==> config.mk <==
export PLATFORM = sky130hd
export DESIGN_NAME = keypad_entry_buffer
export DESIGN_NICKNAME = d
export VERILOG_FILES = /design/src/rtl/keypad_pkg.sv /design/src/rtl/key_debouncer.sv /design/src/rtl/keypad_entry_buffer.sv
export SDC_FILE = /design/constraint.sdc
export NUM_CORES = 1
export LEC_CHECK = 0
export ABC_AREA = 1
export CORE_ASPECT_RATIO = 1.4
export CORE_MARGIN = 2
export CORE_UTILIZATION = 61
export DETAILED_ROUTE_END_ITERATION = 7
export GPL_TIMING_DRIVEN = 0
export PLACE_DENSITY = 0.87
export SLEW_MARGIN = 20
export SYNTH_ARGS = -nofsm -noshare
export SYNTH_HDL_FRONTEND = slang
export SYNTH_HIERARCHICAL = 1
export SYNTH_SLANG_ARGS = --single-unit
==> constraint.sdc <==
create_clock -name clk -period 7 [get_ports clk]
set_input_delay 0.7 -clock clk [delete_from_list [all_inputs] [get_ports clk]]
set_output_delay 0.7 -clock clk [all_outputs]
set_load 0.03 [all_outputs]
==> src/rtl/keypad_pkg.sv <==
// Shared key-code constants, FSM state type and key classification helpers for the
// keypad entry buffer.
package keypad_pkg;

    localparam int unsigned KEY_W = 6;

    localparam logic [KEY_W-1:0] KEY_STAR = 6'd10;
    localparam logic [KEY_W-1:0] KEY_HASH = 6'd11;
    localparam logic [KEY_W-1:0] KEY_NONE = 6'h3F;

    typedef enum logic [0:0] {
        IDLE,
        WAIT_RELEASE
    } entry_state_e;

    function automatic logic is_digit(input logic [KEY_W-1:0] k);
        return k <= 6'd9;
    endfunction

    // Anything outside 0..11 is folded onto KEY_NONE.
    function automatic logic is_known_key(input logic [KEY_W-1:0] k);
        return (k <= KEY_HASH) || (k == KEY_NONE);
    endfunction

endpackage

==> src/rtl/key_debouncer.sv <==
// Two-flop synchroniser plus stability counter; stable_key only follows a code that
// has stayed unchanged for DEBOUNCE_CYCLES clocks.
module key_debouncer
    import keypad_pkg::*;
#(
    parameter int unsigned DEBOUNCE_CYCLES = 50000
) (
    input  logic             clk,
    input  logic             rst,
    input  logic [KEY_W-1:0] num,
    output logic [KEY_W-1:0] stable_key
);

    localparam int unsigned CntW = (DEBOUNCE_CYCLES > 1) ? $clog2(DEBOUNCE_CYCLES) : 1;
    localparam logic [CntW-1:0] CntMax = CntW'(DEBOUNCE_CYCLES - 1);

    logic [KEY_W-1:0] sync1_q, sync2_q, samp_q, norm;
    logic [CntW-1:0]  cnt_q;

    assign norm = is_known_key(sync2_q) ? sync2_q : KEY_NONE;

    always_ff @(posedge clk) begin
        if (rst) begin
            sync1_q    <= KEY_NONE;
            sync2_q    <= KEY_NONE;
            samp_q     <= KEY_NONE;
            stable_key <= KEY_NONE;
            cnt_q      <= '0;
        end else begin
            sync1_q <= num;
            sync2_q <= sync1_q;
            samp_q  <= norm;
            if (norm != samp_q) begin
                cnt_q <= '0;
            end else if (cnt_q == CntMax) begin
                stable_key <= samp_q;
            end else begin
                cnt_q <= cnt_q + CntW'(1);
            end
        end
    end

endmodule

==> src/rtl/keypad_entry_buffer.sv <==
// Keypad digit accumulator: one action per debounced keystroke, BCD and binary
// buffers, '*' clears and '#' delivers a one-cycle validated entry.
module keypad_entry_buffer
    import keypad_pkg::*;
#(
    parameter int unsigned DEBOUNCE_CYCLES = 50000,
    parameter int unsigned MAX_DIGITS      = 4
) (
    input  logic             clk,
    input  logic             rst,
    input  logic [KEY_W-1:0] num,
    output logic [15:0]      digits_bcd,
    output logic [2:0]       digit_count,
    output logic [13:0]      value,
    output logic             entry_valid,
    output logic             entry_error,
    output logic             key_pulse
);

    localparam logic [15:0] BcdMask = 16'hFFFF >> (16 - 4 * MAX_DIGITS);

    logic [KEY_W-1:0] stable_key;
    entry_state_e     state_q, state_d;
    logic [15:0]      bcd_d;
    logic [13:0]      val_d;
    logic [2:0]       cnt_d;
    logic             valid_d, error_d, pulse_d, clr_q, clr_d;

    key_debouncer #(
        .DEBOUNCE_CYCLES(DEBOUNCE_CYCLES)
    ) u_debouncer (
        .clk       (clk),
        .rst       (rst),
        .num       (num),
        .stable_key(stable_key)
    );

    always_ff @(posedge clk) begin
        if (rst) begin
            state_q     <= IDLE;
            digits_bcd  <= '0;
            value       <= '0;
            digit_count <= '0;
            entry_valid <= 1'b0;
            entry_error <= 1'b0;
            key_pulse   <= 1'b0;
            clr_q       <= 1'b0;
        end else begin
            state_q     <= state_d;
            digits_bcd  <= bcd_d;
            value       <= val_d;
            digit_count <= cnt_d;
            entry_valid <= valid_d;
            entry_error <= error_d;
            key_pulse   <= pulse_d;
            clr_q       <= clr_d;
        end
    end

    always_comb begin
        state_d = state_q;
        bcd_d   = digits_bcd;
        val_d   = value;
        cnt_d   = digit_count;
        valid_d = 1'b0;
        error_d = 1'b0;
        pulse_d = 1'b0;
        clr_d   = 1'b0;

        // Entry was delivered last cycle; drop it now.
        if (clr_q) begin
            bcd_d = '0;
            val_d = '0;
            cnt_d = '0;
        end

        unique case (state_q)
            IDLE: begin
                if (stable_key != KEY_NONE) begin
                    pulse_d = 1'b1;
                    state_d = WAIT_RELEASE;
                    if (is_digit(stable_key)) begin
                        if (digit_count < 3'(MAX_DIGITS)) begin
                            bcd_d = {digits_bcd[11:0], stable_key[3:0]} & BcdMask;
                            val_d = (value << 3) + (value << 1) + {10'd0, stable_key[3:0]};
                            cnt_d = digit_count + 3'd1;
                        end else begin
                            error_d = 1'b1;
                        end
                    end else if (stable_key == KEY_STAR) begin
                        bcd_d = '0;
                        val_d = '0;
                        cnt_d = '0;
                    end else if (digit_count != 3'd0) begin
                        valid_d = 1'b1;
                        clr_d   = 1'b1;
                    end else begin
                        error_d = 1'b1;
                    end
                end
            end
            WAIT_RELEASE: begin
                if (stable_key == KEY_NONE) state_d = IDLE;
            end
            default: state_d = IDLE;
        endcase
    end

endmodule

==> run summary <==
worst-path maximum fanout: 5
Mapped Nets: 570
max-slew violation count: 0
Yosys reg bits: 77
routed wire length: 9270 um
Final Hold Vio Count: 0
port bufs: 43
worst hold path depth: 1
Worst Setup End Kind: register
total power: 0.824 mW
Synth Instances: 535
Netlist cell types: 40
flop-to-flop setup slack: 4.47 ns
CTS tree: yes
Clk pin slew, worst setup/hold paths: 0.08 ns
Initial Util: 0.625
Post-DP HPWL: 6790 um
DRT antenna net count: 0
post-route setup slack: 4.47 ns
Crit Path Class: reg -> reg
cts repair resizes: 0
Net Sw Power: 0.186 mW
startpoint type of the worst setup path: register
cts hold-fix bufs: 0
cell mode on critical path: inv_1
drt pass-1 iters: 8
initial antenna violation count: 0
Clock Tree Buf Depth: 2
GRT Overall Usage: 0.265
CORE AREA: 0.00657 mm2
post-route clock period utilization: 0.362
setup TNS: 0 ns
Residual DRC: 0
die area: 0.00741 mm2
post-synthesis area per instance: 7.67 um2
routed via count: 3668
clock latency at the later pin of the worst-skew pair: 0.35 ns
Slew Limit Headroom: 0.573
nets: 624
clk_skew: 0.00901 ns
Static Leakage: 2.23 nW
RR Startpoint: u_debouncer/stable_key[3]$_SDFFE_PP1P_
sequential element share of the synthesized area: 0.376
GP Congestion: 0.907
largest net degree at the start of global routing: 14
CTS Buf Count: 9
global route overflow: 0
RSZ-0062 raised after global routing: false
diode count: 0
layout cells sized above 1: 0.125
worst hold path type: reg -> reg
Largest stage delay, worst path: 0.49 ns
Vias/cell: 5.49
r2r endpoint: value[12]$_SDFF_PP0_
CTS H-tree lvls: 3
actual slew at the worst max-slew pin: 0.641 ns
Hold Path End: u_debouncer/sync2_q[1]$_SDFF_PP1_
worst-path cell chain: inv_1, fa_1, inv_1, fa_1, nand3_1, nand2_1, a21oi_1, inv_1, nand2_1, nand3b_1, nand3_1, a21oi_1
CTS sink count: 77
status: completed
Slowest cell on crit path: fa_1
Achievable Freq: 395 MHz
Int Power: 0.638 mW
WP data required: 7.21 ns
hold slack: 0.412 ns
Crit path arrival time: 2.75 ns
number of cells on the worst reg-to-reg path: 12
vias in the first global route: 3733
Synth Warn #: 6
Post-CTS Setup Bufs: 0
Max Cap Violations: 0
Logic pwr share: 0.033
# setup viols final: 0
Clk network pwr share: 0.426
worst slack, placed: 4.55 ns
global-route wire length before repair: 15500 um
Die W: 73.3 um
sw frac: 0.226
peak supply drop: 143 uV
Hold Crit Start: u_debouncer/sync1_q[1]$_SDFF_PP1_
FP Rows: 35
PwrDens: 170 mW/mm2
Die Ht: 101 um
Starting DRT DRC Count: 191
fin crit period: 2.53 ns
Area growth syn-to-layout: 17.9%
root buffer cell: clkbuf_8
Synth Cell Area: 0.00410 mm2
routed len/inst: 13.9 um
IO Pins: 44
Seq pwr share: 0.541
[flip-flops by register name, indices dropped and copies added, names as in the netlist]
signal	flops
digits_bcd	16
key_pulse	1
state_q	1
u_debouncer/sync2_q	6
u_debouncer/cnt_q	16
u_debouncer/stable_key	6
u_debouncer/sync1_q	6
entry_error	1
u_debouncer/samp_q	6
clr_q	1
digit_count	3
value	14
[synth_stat cells (all sizes together)]
cell type | n | share of area
nand2 | 118 | 0.11
dfxtp | 77 | 0.38
inv | 68 | 0.062
nor2 | 48 | 0.064
a21oi | 47 | 0.062
nand3 | 43 | 0.060
ha | 25 | 0.076
nor3 | 22 | 0.032
or2 | 16 | 0.024
nand4 | 12 | 0.018
a211oi | 9 | 0.020
buf | 8 | 0.016
o21ai | 7 | 0.0085
clkbuf | 6 | 0.0055
xnor2 | 6 | 0.013
xor2 | 6 | 0.013
a22oi | 3 | 0.0055
nand3b | 3 | 0.0085
a31oi | 2 | 0.0030
fa | 2 | 0.0098
nor4 | 2 | 0.0030
a21o | 1 | 0.0018
and2 | 1 | 0.0015
clkinv | 1 | 0.00091
o21bai | 1 | 0.0018
o31ai | 1 | 0.0018
[layer usage]
| metal | part of all wire | global-route usage | wire length [um] | up-vias |
|---|---|---|---|---|
| met5 | 0 | 0 | 0 | - |
| met4 | 0.016 | 0.120 | 149 | 0 |
| met3 | 0.036 | 0.0500 | 337 | 15 |
| met2 | 0.55 | 0.504 | 5110 | 81 |
| met1 | 0.40 | 0.271 | 3670 | 1715 |
| li1 | - | - | - | 1857 |
[layout make-up]
cell class | count | area, um2
multi-input combinational | 375 | 2210
fill | 476 | 1730
sequential | 77 | 1540
timing repair buffer | 43 | 430
inverter | 69 | 259
clock buffer | 11 | 151
tap | 74 | 92.6
buffer | 14 | 87.6
clock inverter | 5 | 58.8
[worst max-delay path, delay by kind of cell, from the launching register on]
kind / cells / cell delay (ns)
adders and majority gates: 2 / 0.95
and+or+nand+nor: 5 / 0.46
DFF: 1 / 0.44
buffers and inverters: 3 / 0.29
AOI/OAI and AO/OA: 2 / 0.24
[placed cells by master, fill, tap and decap left out, drive strengths merged, types with 6 or more instances in the layout]
master,count
nand2,118
dfxtp,77
inv,68
nor2,48
a21oi,47
clkdlybuf4s50,43
nand3,43
ha,25
nor3,22
clkbuf,17
or2,16
nand4,12
a211oi,9
buf,8
o21ai,7
xor2,6
xnor2,6
[cells by family after synthesis]
logic type | count (synthesis) | synth area share
AO/OA/AOI/OAI | 71 | 0.105
buffers and inverters | 83 | 0.0845
XOR/XNOR | 12 | 0.0256
AND/OR/NAND/NOR | 265 | 0.324
adder cells (fa/ha/maj) | 27 | 0.0860
flip-flops | 77 | 0.376
[per-stage QoR]
stage,instances,utilization,cell area [um2]
5_1_grt,668,0.736,4840
2_1_floorplan,535,-,4100
3_3_place_gp,652,0.704,4630
6_report,668,0.736,4840
4_1_cts,668,0.736,4840
3_5_place_dp,652,0.704,4630
[power groups by stage]
| stage | logic (mW) | clock network, mW | registers (mW) |
|---|---|---|---|
| after global placement | 0.0258 | 0 | 0.456 |
| after floorplan | 0.0180 | 0 | 0.455 |
| after detailed placement | 0.0272 | 0 | 0.456 |
| after CTS | 0.0275 | 0.355 | 0.446 |
| after global routing | 0.0302 | 0.373 | 0.446 |
| final | 0.0273 | 0.351 | 0.446 |
[how the worst max path moves through the flow]
stage,from,to,slack [ns]
after global placement,value[0]$_SDFF_PP0_,value[12]$_SDFF_PP0_,4.58
after floorplan,value[0]$_SDFF_PP0_,value[12]$_SDFF_PP0_,4.55
after detailed placement,value[0]$_SDFF_PP0_,value[12]$_SDFF_PP0_,4.55
after global routing,u_debouncer/stable_key[3]$_SDFFE_PP1P_,value[12]$_SDFF_PP0_,4.32
final,u_debouncer/stable_key[3]$_SDFFE_PP1P_,value[12]$_SDFF_PP0_,4.47
after CTS,u_debouncer/stable_key[3]$_SDFFE_PP1P_,value[12]$_SDFF_PP0_,4.52
Note: power is estimated with default switching activity, not from simulation.
